<file path="config.mk">
export PLATFORM = sky130hd
export DESIGN_NAME = alu_arbiter
export DESIGN_NICKNAME = d
export VERILOG_FILES = /design/src/rtl/alu_arbiter.sv
export SDC_FILE = /design/constraint.sdc
export NUM_CORES = 1
export LEC_CHECK = 0
export ABC_AREA = 0
export CAP_MARGIN = 20
export CORE_AREA = 2 2 119 121
export CTS_CLUSTER_SIZE = 24
export DETAILED_ROUTE_END_ITERATION = 6
export DIE_AREA = 0 0 121 123
export PLACE_DENSITY = 0.58
export SETUP_SLACK_MARGIN = 0.15
export SLEW_MARGIN = 20
export SYNTH_ARGS = -nofsm -noshare
export SYNTH_HDL_FRONTEND = slang
export SYNTH_SLANG_ARGS = --single-unit
</file>
<file path="constraint.sdc">
create_clock -name clk -period 2.6 [get_ports clk]
set_input_delay 0.39 -clock clk [delete_from_list [all_inputs] [get_ports clk]]
set_output_delay 0.39 -clock clk [all_outputs]
set_load 0.1 [all_outputs]
</file>
<file path="src/rtl/alu_arbiter.sv">
// ---------------------------------------------------------------------------
// alu_arbiter
//
// Shares one combinational ALU between two requesters (0 = execute stage,
// 1 = address/compare helper). A round-robin grant picks at most one request
// per cycle, steers its operands onto the ALU lines, and captures the ALU
// result into a one-entry output register with valid/ready backpressure.
//
// Optional build macro: ALU_ARB_LOCK_EN
//   Defined   : a requester that handshakes with rN_lock=1 keeps priority
//               for up to MAX_LOCK consecutive grants while valid & lock
//               stay high.
//   Undefined : rN_lock inputs are ignored; pure round-robin.
//
// Ports
//   clk, rst                     clock (rising edge), async active-high reset
//   rN_valid / rN_ready          request handshake, N = 0, 1
//   rN_a, rN_b, rN_op, rN_s      operands, opcode, shift amount
//   rN_tag, rN_lock              opaque tag, lock request
//   alu_a, alu_b, alu_op, alu_s  drive to the shared ALU (0 when idle)
//   alu_out                      combinational result from the ALU
//   rsp_valid / rsp_ready        result handshake
//   rsp_id, rsp_tag, rsp_data    winning requester, its tag, ALU result
// ---------------------------------------------------------------------------
module alu_arbiter #(
    parameter int TAGW     = 4,
    parameter int MAX_LOCK = 4
) (
    input  logic            clk,
    input  logic            rst,

    input  logic            r0_valid,
    output logic            r0_ready,
    input  logic [31:0]     r0_a,
    input  logic [31:0]     r0_b,
    input  logic [3:0]      r0_op,
    input  logic [4:0]      r0_s,
    input  logic [TAGW-1:0] r0_tag,
    input  logic            r0_lock,

    input  logic            r1_valid,
    output logic            r1_ready,
    input  logic [31:0]     r1_a,
    input  logic [31:0]     r1_b,
    input  logic [3:0]      r1_op,
    input  logic [4:0]      r1_s,
    input  logic [TAGW-1:0] r1_tag,
    input  logic            r1_lock,

    output logic [31:0]     alu_a,
    output logic [31:0]     alu_b,
    output logic [3:0]      alu_op,
    output logic [4:0]      alu_s,
    input  logic [31:0]     alu_out,

    output logic            rsp_valid,
    input  logic            rsp_ready,
    output logic            rsp_id,
    output logic [TAGW-1:0] rsp_tag,
    output logic [31:0]     rsp_data
);

    // Undefined opcode: the ALU output is stale for it, so the result is zeroed.
    localparam logic [3:0] OP_UNDEF = 4'b1111;

    logic            rsp_valid_reg;
    logic            rsp_id_reg;
    logic [TAGW-1:0] rsp_tag_reg;
    logic [31:0]     rsp_data_reg;
    logic            last_reg;      // index of the most recent winner

    logic [1:0]      req_valid;
    logic [1:0]      grant;
    logic            accept;
    logic            pri;           // preferred requester when both are valid
    logic            handshake;
    logic            win;
    logic [TAGW-1:0] win_tag;

    assign req_valid = {r1_valid, r0_valid};

    // A new op may enter when the result slot is empty or being drained.
    assign accept = ~rsp_valid_reg | rsp_ready;

`ifdef ALU_ARB_LOCK_EN
    localparam int CW = $clog2(MAX_LOCK + 1);

    logic [1:0]    req_lock;
    logic [CW-1:0] lock_cnt_reg;
    logic [CW-1:0] lock_cnt_next;
    logic [CW-1:0] lock_inc;
    logic          owner_holds;

    assign req_lock = {r1_lock, r0_lock};

    // While a lock is running, the owner is always last_reg, because every
    // handshake moves the pointer to its winner.
    assign owner_holds = req_valid[last_reg] & req_lock[last_reg];
    assign pri = ((lock_cnt_reg != '0) && owner_holds) ? last_reg : ~last_reg;

    always_comb begin
        lock_inc      = CW'(1);
        lock_cnt_next = lock_cnt_reg;
        if (handshake) begin
            if (req_lock[win]) begin
                // Continue the owner's streak, or start a fresh one.
                if ((lock_cnt_reg != '0) && (win == last_reg)) begin
                    lock_inc = lock_cnt_reg + CW'(1);
                end
                // Streak exhausted: clear; pointer already names the owner,
                // so the other requester is preferred next.
                lock_cnt_next = (lock_inc == CW'(MAX_LOCK)) ? '0 : lock_inc;
            end else begin
                lock_cnt_next = '0;
            end
        end else if (!owner_holds) begin
            lock_cnt_next = '0;
        end
    end

    always_ff @(posedge clk or posedge rst) begin
        if (rst) begin
            lock_cnt_reg <= '0;
        end else begin
            lock_cnt_reg <= lock_cnt_next;
        end
    end
`else
    logic unused_lock;
    assign unused_lock = r0_lock ^ r1_lock ^ (MAX_LOCK > 0);
    assign pri = ~last_reg;
`endif

    // Requester gi wins if it is valid and either alone or preferred.
    generate
        for (genvar gi = 0; gi < 2; gi++) begin : g_grant
            assign grant[gi] = accept & req_valid[gi]
                             & (~req_valid[1-gi] | (pri == 1'(gi)));
        end
    endgenerate

    assign r0_ready  = grant[0];
    assign r1_ready  = grant[1];
    assign handshake = grant[0] | grant[1];
    assign win       = grant[1];
    assign win_tag   = grant[1] ? r1_tag : r0_tag;

    // ALU operand steering; idle lines are held at zero.
    always_comb begin
        alu_a  = '0;
        alu_b  = '0;
        alu_op = '0;
        alu_s  = '0;
        if (grant[1]) begin
            alu_a  = r1_a;
            alu_b  = r1_b;
            alu_op = r1_op;
            alu_s  = r1_s;
        end else if (grant[0]) begin
            alu_a  = r0_a;
            alu_b  = r0_b;
            alu_op = r0_op;
            alu_s  = r0_s;
        end
    end

    // Result register: a handshake always loads (also replacing a result
    // being drained in the same cycle); a drain alone only drops valid.
    always_ff @(posedge clk or posedge rst) begin
        if (rst) begin
            rsp_valid_reg <= 1'b0;
            rsp_id_reg    <= 1'b0;
            rsp_tag_reg   <= '0;
            rsp_data_reg  <= '0;
            last_reg      <= 1'b1;
        end else begin
            if (handshake) begin
                rsp_valid_reg <= 1'b1;
                rsp_id_reg    <= win;
                rsp_tag_reg   <= win_tag;
                rsp_data_reg  <= (alu_op == OP_UNDEF) ? 32'd0 : alu_out;
                last_reg      <= win;
            end else if (rsp_ready) begin
                rsp_valid_reg <= 1'b0;
            end
        end
    end

    assign rsp_valid = rsp_valid_reg;
    assign rsp_id    = rsp_id_reg;
    assign rsp_tag   = rsp_tag_reg;
    assign rsp_data  = rsp_data_reg;

endmodule

</file>
Word level (Yosys, flattened, before mapping)
Cells that the tools add are included.
- register bits after elaboration: 39
- input bits: 193
- output and inout bits: 113
- equal/unequal tests: 1
- mux-type cells: 12
- bitwise gates (word level): 12
- reduce and logical (&&, ||, !) cells: 1
- operators with widths (cell ; count):
    $mux 32 ; 5
    $mux 4 ; 3
    $mux 5 ; 2
    $and 1x1->1 ; 4
    $eq 4x4->1 const B ; 1
    $not 1->1 ; 4
    $or 1x1->1 ; 4
    $mux 1 ; 2
    $reduce_bool 2->1 ; 1

Depth between registers and ports, before layout
Gate-level depths: netlist of run 1.
- depth after elaboration: 8
- depth in mapped cells: 7

Worst setup path after synthesis of run 1
OpenSTA, ideal clock, no wires.
- path kind: register to output
- from: register rsp_valid_reg, in the netlist rsp_valid
- to: output alu_a[25]
- data arrival time: 2743 ps
- data required time: 2210 ps
- path slack: -533 ps
- stages on the path, launching flop included: 7
- path buffers: 2
- cell sequence: dfrtp_1 -> nand2b_1 -> buf_4 -> nand3_1 -> inv_2 -> buf_2 -> a22o_1
- cells in the longest elaborated chain, start to end: 6
- elaborated cells between the ends (all ways): 8
- those cells by class: mux: 2; bitwise: 6
- ends and longest elaborated chain (item ; line ; source):
    start: declaration ; 66 ; logic rsp_valid_reg;
    start signal: assignment ; 171 ; rsp_valid_reg <= 1'b0;
    start signal: assignment ; 178 ; rsp_valid_reg <= 1'b1;
    start signal: assignment ; 184 ; rsp_valid_reg <= 1'b0;
    $not 1->1 ; 83 ; assign accept = ~rsp_valid_reg | rsp_ready;
    $or 1x1->1 ; 83 ;
    $and 1x1->1 ; 137 ; assign grant[gi] = accept & req_valid[gi]
    $and 1x1->1 ; 138 ; & (~req_valid[1-gi] | (pri == 1'(gi)));
    net r0_ready ; 33 ; output logic r0_ready,
    $mux 32 ; 159 ; end else if (grant[0]) begin
    $mux 32 ; 154 ; if (grant[1]) begin
    end: declaration ; 50 ; output logic [31:0] alu_a,
The timed path passes the listed nets, and every way through them passes these cells.

Worst setup path after layout of run 1
- from: register last_reg
- to: output alu_s[3]
- cells in the longest elaborated chain, start to end: 4
- elaborated cells between the ends (all ways): 7
- those cells by class: mux: 2; bitwise: 5
- ends and longest elaborated chain (item ; line ; source):
    start: declaration ; 70 ; logic last_reg;
    start signal: assignment ; 182 ; last_reg <= win;
    $or 1x1->1 / $not 1->1 (equally long branches) ; 138, 131 ;
    $and 1x1->1 / $or 1x1->1 (equally long branches) ; 138 ;
    $mux 5 / $and 1x1->1 (equally long branches) ; 159, 138 ;
    $mux 5 (*) ; 154 ;
    end: declaration ; 53 ; output logic [4:0] alu_s,
Every way passes the cells marked *; elsewhere a longest branch is shown, timed or not.

==> results of run 1 <==
-- logic make-up after synthesis --
logic type | Yosys count
multiplexers | 33
flip-flops | 39
buffers and inverters | 33
AO/OA/AOI/OAI | 119
AND/OR/NAND/NOR | 10
-- area by class of cell --
type                            count  area [um2]  area share
Timing Repair Buffer              322        3910       0.571
Multi-Input combinational cell    162        1530       0.224
Sequential cell                    39         978       0.143
Tap cell                          180         225      0.0330
Clock buffer                        6         139      0.0203
Clock inverter                      2        35.0     0.00513
Inverter                            5        18.8     0.00275
Antenna cell                        1        2.50    0.000366
-- final timing paths --
path | start | endpoint | slack [ns] | depth (start not counted)
setup / recovery | last_reg | alu_s[3] | 0.27 | 6
hold / removal | rst | rsp_data[3] | 0.48 | 2
setup reg to reg | last_reg | rsp_data[1] | 0.81 | 6
hold reg to reg | rsp_id | rsp_id | 0.49 | 1
max in group asynchronous | rst | rsp_data[18] | 1.45 | 3
min in group clk | rsp_id | rsp_id | 0.49 | 1
-- layer usage --
metal / wire length [um] / vias up
met5: 0 / -
li1: - / 1523
met2: 7280 / 149
met1: 5430 / 1610
met4: 172 / 0
met3: 1160 / 10
-- timing repair --
| item | CTS | global route |
|---|---|---|
| gates cloned | 0 | 1 |
| endpoints found under the setup margin | 5 | 50 |
| hold endpoints to repair | 0 | 0 |
| resized for setup | 2 | 2 |
-- worst max-delay path, cell delays in order (launching register included) --
cell	delay, ns
sky130_fd_sc_hd__dfstp_2	0.57
sky130_fd_sc_hd__nand2b_1	0.14
sky130_fd_sc_hd__nand3_1	0.12
sky130_fd_sc_hd__inv_2	0.18
sky130_fd_sc_hd__buf_12	0.23
sky130_fd_sc_hd__a22o_2	0.22
sky130_fd_sc_hd__buf_12	0.18
-- through the flow --
| step | total power [mW] | hold WS [ns] | std cells |
|---|---|---|---|
| 5_1_grt | 5.10 | 0.525 | 717 |
| 3_5_place_dp | 4.23 | 0.471 | 707 |
| 3_3_place_gp | 4.21 | 0.469 | 707 |
| 6_report | 4.94 | 0.484 | 717 |
| 2_1_floorplan | 3.00 | 0.460 | 234 |
| 4_1_cts | 4.97 | 0.501 | 715 |
-- placed cells by master, fill, tap and decap left out, drive strengths merged --
master	netlist	routed
dfrtp	38	38
a222oi	3	3
a211oi	2	2
o21a	1	1
o21ai	2	2
and2	1	1
a31oi	4	4
clkdlybuf4s50	0	189
a21boi	1	1
dfstp	1	1
a22o	72	72
a21oi	33	33
inv	5	4
nand3	3	3
nand2b	2	2
clkbuf	0	7
clkinv	0	2
buf	28	131
dlymetal6s2s	0	1
diode	0	1
a21o	1	1
nand4	1	1
bufinv	0	1
nand2	3	3
mux2i	33	33
-- power groups by stage --
stage	registers (mW)	clock network, mW	logic (mW)
final	0.772	0.718	3.45
after global routing	0.789	0.763	3.55
after global placement	0.777	0	3.43
after floorplan	1.48	0	1.52
after CTS	0.775	0.738	3.46
after detailed placement	0.781	0	3.45
==> reports/metrics.csv, run 1 <==
stage,metric,value,unit
status,status,"complete, no violations",
worst_setup_path,timing.critical_path.to_type,primary output,
drt,wl,14.0,mm
yosys,parity_gate_share_of_the_synthesized_area_counting_xor_and_xnor_cells,0,
global_route,grt_max_degree,43,
clocking,htree_levels,2,
worst_setup_path,worstPathMaxFanout,42,
clocking,tritoncts,built,
power_and_ir_drop,power.internal,2.38,mW
global_route,initial_antenna_violation_count,1,
global_route,gr-usage-all-layers,0.177,
global_route,use_met1,0.205,
clocking,cts_buffer_depth,2,
power_and_ir_drop,cellLeakagePower,2.94,nW
cells_and_area,syn2layout_area_growth,167,%
sta,slew_at_the_pin_closest_to_its_max_slew_limit,0.830,ns
cells_and_area,design.final.nets,728,
sta,timing.final.hold_violations,0,
yosys,synth_sequential_area_ratio,0.382,
yosys,syn-instance-count,234,
sta,final_min_period_over_clock_period,0.896,
place,place_area,6620,um2
worst_setup_path,timing.critical_path.from_type,register,
yosys,synthesized_flop_and_latch_total,39,
global_route,grt_first_pass_wirelength,20.3,mm
floorplanning,io_pins,306,
yosys,synth_largest_type_area_fraction,0.371,
clocking,clk_pin_slew,0.06,ns
cells_and_area,layout.filler_cells,1222,
clocking,post-cts-setup-buffer-count,0,
place,io_buffer_count,303,
drt,drc,0,
yosys,synth_enable_flop_cells,0,
clocking,clock_insertion_delay_worst_skew,0.28,ns
drt,drt_iter0_drc,187,
yosys,postSynth.topFlopCell,sky130_fd_sc_hd__dfrtp_1,
floorplanning,die_x,121,um
yosys,synth_top_family_by_area,compound AO/OA/AOI/OAI gates,
global_route,first_global_vias,3415,
floorplanning,die_area,14900,um2
cells_and_area,fin_area,6830,um2
power_and_ir_drop,p_sw,2.57,mW
worst_setup_path,worstPathRequired,2.21,ns
cells_and_area,largest_register_ffs,32,
cells_and_area,drive_above_1_share,0.433,
global_route,grt.overflow.total,0,
sta,finalWorstPathRequiredPeriod,2.33,ns
yosys,ys_async_sr_fraction,1.00,
yosys,synth.top_cells.by_count,"72 x sky130_fd_sc_hd__a22o_1, 38 x sky130_fd_sc_hd__dfrtp_1, 33 x sky130_fd_sc_hd__mux2i_1, 23 x sky130_fd_sc_hd__a21oi_1, 14 x sky130_fd_sc_hd__buf_2",
yosys,synth-compound-area-share,0.380,
clocking,total_of_hold_buffers_inserted_after_clock_tree_synthesis,0,
yosys,synth.net_count,427,
yosys,synth.avg_cell_area,10.9,um2
clocking,clockRootBuffer,sky130_fd_sc_hd__clkbuf_16,
floorplanning,std_cell_rows,43,
power_and_ir_drop,max-vdd-ir-drop,455,uV
sta,fmax,429,MHz
place,gp_congestion,0.870,
worst_setup_path,timing.setup.critical_path_class,register to primary output,
flow_run,maxCapViolations,0,
drt,first_pass_iters,4,
sta,worst_clock_skew,0.00449,ns
global_route,grt.met3_usage,0.0517,
cells_and_area,utilization,0.502,
yosys,synthSimpleGateAreaFrac,0.0220,
sta,final.setup.worst_slack,0.270,ns
power_and_ir_drop,clockPowerShare,0.145,
power_and_ir_drop,comb_power_share,0.698,
sta,report.final.setup_viol,0,
yosys,yosys-mux-area-fraction,0.129,
floorplanning,initial_utilization,0.188,
yosys,post-synth-top-area-cell,sky130_fd_sc_hd__dfrtp_1,
drt,drt-vias-per-instance,4.59,
place,pre_cts_slack,0.153,ns
clocking,numClockSinks,39,
sta,slew_headroom,0.443,
yosys,yosysUniqueCellTypes,25,
yosys,ys_top_cells_by_area,"sky130_fd_sc_hd__dfrtp_1 37%, sky130_fd_sc_hd__a22o_1 25%, sky130_fd_sc_hd__mux2i_1 13%",
global_route,gr-max-usage-layer,met2,
worst_hold_path,min_path_type,primary input to async pin,
yosys,number_of_warnings_issued_by_yosys,0,
sta,final.setup.tns,0,ns
floorplanning,core_area,13600,um2
yosys,syn-cell-area,2560,um2
yosys,yosys.area_share.adder,0,
clocking,numCtsBuffers,5,
worst_setup_path,worst_ep_arrival_time,1.94,ns
floorplanning,dieHeight,123,um
power_and_ir_drop,power.share.sequential,0.156,
yosys,yosys.cell_count.top_type,sky130_fd_sc_hd__a22o_1,
drt,routed-via-count,3292,
drt,ant_nets,0,
power_and_ir_drop,sw_frac_of_total,0.519,
drt,routedWlPerCell,19.6,um
sta,timing.final.max_slew_violations,0,
sta,grt_setup_unrepaired,false,
place,dp.final_hpwl,11.7,mm
global_route,gr-usage-met2,0.327,
power_and_ir_drop,p_per_area,723,nW/um2
Power figures use the tool's default switching activity.
==> inputs of run 2 (changes only) <==
--- a/config.mk
+++ b/config.mk
@@ -8,10 +8,11 @@
 export ABC_AREA = 0
 export CAP_MARGIN = 20
 export CORE_AREA = 2 2 119 121
-export CTS_CLUSTER_SIZE = 24
+export CTS_CLUSTER_SIZE = 40
 export DETAILED_ROUTE_END_ITERATION = 6
 export DIE_AREA = 0 0 121 123
 export PLACE_DENSITY = 0.58
+export RECOVER_POWER = 50
 export SETUP_SLACK_MARGIN = 0.15
 export SLEW_MARGIN = 20
 export SYNTH_ARGS = -nofsm -noshare
==> run 2 against run 1 <==
Compared with the run above: via count is 0.43% lower; combinational power fell by 3%; register-to-register slack lost 0.25 ns; first-iteration DRC count decreased by 1.6%; design area is 2.5% lower; wire length fell by 0.23%; clock power about the same; total power decreased by 2.0%; critical path type is now primary input to primary output; largest power group unchanged.
==> reports/metrics.csv, run 2 (synthesis gave the netlist of run 1 again) <==
stage,metric,value,unit
sta,timing.final.max_slew_violations,0,
sta,final.setup.worst_slack,0.223,ns
sta,grt_setup_unrepaired,false,
drt,drc,0,
power_and_ir_drop,p_sw,2.56,mW
place,gp_congestion,0.870,
global_route,initial_antenna_violation_count,1,
place,place_area,6620,um2
power_and_ir_drop,power.share.sequential,0.159,
power_and_ir_drop,power.internal,2.28,mW
global_route,gr-usage-all-layers,0.177,
worst_setup_path,end_of_the_worst_register_to_register_path,rsp_data[1],
flow_run,maxCapViolations,0,
clocking,numClockSinks,39,
place,place_inst,707,
power_and_ir_drop,max-vdd-ir-drop,440,uV
drt,ant_nets,0,
worst_setup_path,r2r_slack,0.56,ns
floorplanning,initial_utilization,0.188,
sta,slew_headroom,0.167,
drt,drt-vias-per-instance,4.57,
sta,final_min_period_over_clock_period,0.914,
cells_and_area,fin_area,6670,um2
worst_setup_path,timing.critical_path.from_type,primary input,
worst_hold_path,hold-path-endpoint,rsp_id,
drt,routed-via-count,3278,
drt,wl,14.0,mm
cells_and_area,drive_above_1_share,0.353,
worst_setup_path,worst_ep_arrival_time,1.99,ns
power_and_ir_drop,clockPowerShare,0.148,
power_and_ir_drop,comb_power_share,0.693,
floorplanning,std_cell_rows,43,
drt,first_pass_iters,4,
place,io_buffer_count,303,
status,status,"complete, no violations",
clocking,cts_buffer_depth,2,
power_and_ir_drop,power,4.84,mW
floorplanning,die_x,121,um
worst_setup_path,timing.critical_path.to_type,primary output,
clocking,clockRootBuffer,sky130_fd_sc_hd__clkbuf_16,
cells_and_area,commonest_non_fill_non_tap_cell_in_the_layout,sky130_fd_sc_hd__clkdlybuf4s50_1,
sta,final.setup.tns,0,ns
floorplanning,io_pins,306,
worst_setup_path,timing.setup.critical_path_class,primary input to primary output,
power_and_ir_drop,cellLeakagePower,2.78,nW
worst_setup_path,worstPathMaxFanout,30,
sta,report.final.setup_viol,0,
place,dp.final_hpwl,11.7,mm
sta,slew_at_the_pin_closest_to_its_max_slew_limit,1.25,ns
floorplanning,core_area,13600,um2
global_route,grt_max_degree,43,
sta,fmax,421,MHz
cells_and_area,design.final.nets,728,
worst_hold_path,min_path_type,register to register,
power_and_ir_drop,p_per_area,727,nW/um2
power_and_ir_drop,sw_frac_of_total,0.528,
clocking,tritoncts,built,
global_route,grt_first_pass_wirelength,20.3,mm
worst_hold_path,hold_path_startpoint,rsp_id,
drt,drt_iter0_drc,184,
clocking,htree_levels,2,
clocking,clk_pin_slew,0.06,ns
drt,routedWlPerCell,19.5,um
cells_and_area,largest_register_ffs,32,
place,pre_cts_slack,0.153,ns
worst_setup_path,worst-r2r-cell-count,6,
floorplanning,die_area,14900,um2
worst_hold_path,hold_path_depth,1,
sta,timing.final.hold_violations,0,
cells_and_area,syn2layout_area_growth,160,%
floorplanning,dieHeight,123,um
sta,finalWorstPathRequiredPeriod,2.38,ns
worst_setup_path,rr_startpoint,rsp_valid,
global_route,grt.overflow.total,0,
global_route,first_global_vias,3415,
cells_and_area,layout.cells.non_filler,717,
sta,worst_clock_skew,0.00476,ns
clocking,clock_insertion_delay_worst_skew,0.28,ns
worst_setup_path,worstPathRequired,2.21,ns
clocking,numCtsBuffers,5,
cells_and_area,final_cell_mix,"188 x sky130_fd_sc_hd__clkdlybuf4s50_1, 79 x sky130_fd_sc_hd__buf_12, 63 x sky130_fd_sc_hd__a22o_2",
[run 2: cell types whose count changed in the layout (fill, tap and decap cells not counted)]
cell                              change
sky130_fd_sc_hd__buf_4               -42
sky130_fd_sc_hd__clkbuf_1            +41
sky130_fd_sc_hd__clkbuf_2             +1
sky130_fd_sc_hd__clkdlybuf4s50_1      -1
sky130_fd_sc_hd__dlygate4sd3_1        +1
sky130_fd_sc_hd__nand2b_1             +1
sky130_fd_sc_hd__nand2b_4             -1
sky130_fd_sc_hd__o21ai_1              +1
sky130_fd_sc_hd__o21ai_2              -1
[run 2: cell type report]
cell class              count  area (um2)
fillers                  1262        6950
repair buffers            322        3750
multi-input cells         162        1520
flip-flops and latches     39         978
well taps                 180         225
clock buffers               6         139
clock inverters             2        35.0
inverters                   5        18.8
diodes                      1        2.50
[run 2: timing repair]
item / CTS / global route
buffers inserted: 0 / 0
endpoints found under the setup margin: 5 / 50
resized for setup: 2 / 2
hold buffers: 0 / 0
cloned: 0 / 1
pin swaps: 0 / 0
endpoints found under the hold margin: 0 / 0
[run 2: worst max path at each step]
stage                    from        end  slack, ns  cells after the start
detailed placement  rsp_ready  alu_b[17]       0.15                      7
global placement    rsp_ready  alu_b[17]       0.17                      7
finish              rsp_ready   alu_s[3]       0.22                      7
CTS                  r1_valid   alu_s[3]       0.16                      6
global route        rsp_ready   alu_s[3]       0.14                      7
floorplan           rsp_valid   alu_a[0]       0.22                      7
[run 2: worst max-delay path, stage by stage]
cell and delay (ns):
sky130_fd_sc_hd__clkdlybuf4s50_1 0.39, sky130_fd_sc_hd__nand2b_1 0.19, sky130_fd_sc_hd__buf_4 0.17, sky130_fd_sc_hd__and2_4 0.17, sky130_fd_sc_hd__buf_12 0.17, sky130_fd_sc_hd__a22o_2 0.31, sky130_fd_sc_hd__buf_12 0.17
[run 2: stage by stage]
stage,utilization,hold slack [ns]
3_5_place_dp,0.486,0.471
5_1_grt,0.490,0.528
4_1_cts,0.500,0.501
3_3_place_gp,0.486,0.469
2_1_floorplan,-,0.460
6_report,0.490,0.486
[run 2: metal layers]
layer  vias to the layer above  share of wire  wire length, um  GRT usage
met4                         0          0.012              172     0.0305
li1                       1522              -                -          -
met1                      1595           0.39             5460      0.205
met3                        10          0.081             1140     0.0517
met2                       151           0.52             7250      0.327
met5                         -              0                0          0
[run 2: power groups by stage]
stage	combinational [mW]	clock, mW	sequential [mW]
floorplan	1.52	0	1.48
global placement	3.43	0	0.777
detailed placement	3.45	0	0.781
CTS	3.46	0.738	0.775
global route	3.46	0.763	0.785
finish	3.36	0.716	0.769
==> inputs of run 3 (changes only) <==
--- a/config.mk
+++ b/config.mk
@@ -8,6 +8,7 @@
 export ABC_AREA = 0
 export CAP_MARGIN = 20
 export CORE_AREA = 2 2 119 121
+export CTS_CLUSTER_DIAMETER = 30
 export CTS_CLUSTER_SIZE = 40
 export DETAILED_ROUTE_END_ITERATION = 6
 export DIE_AREA = 0 0 121 123
==> results of run 3 <==
The final DEF is identical to that of run 2; final timing and power are the same.
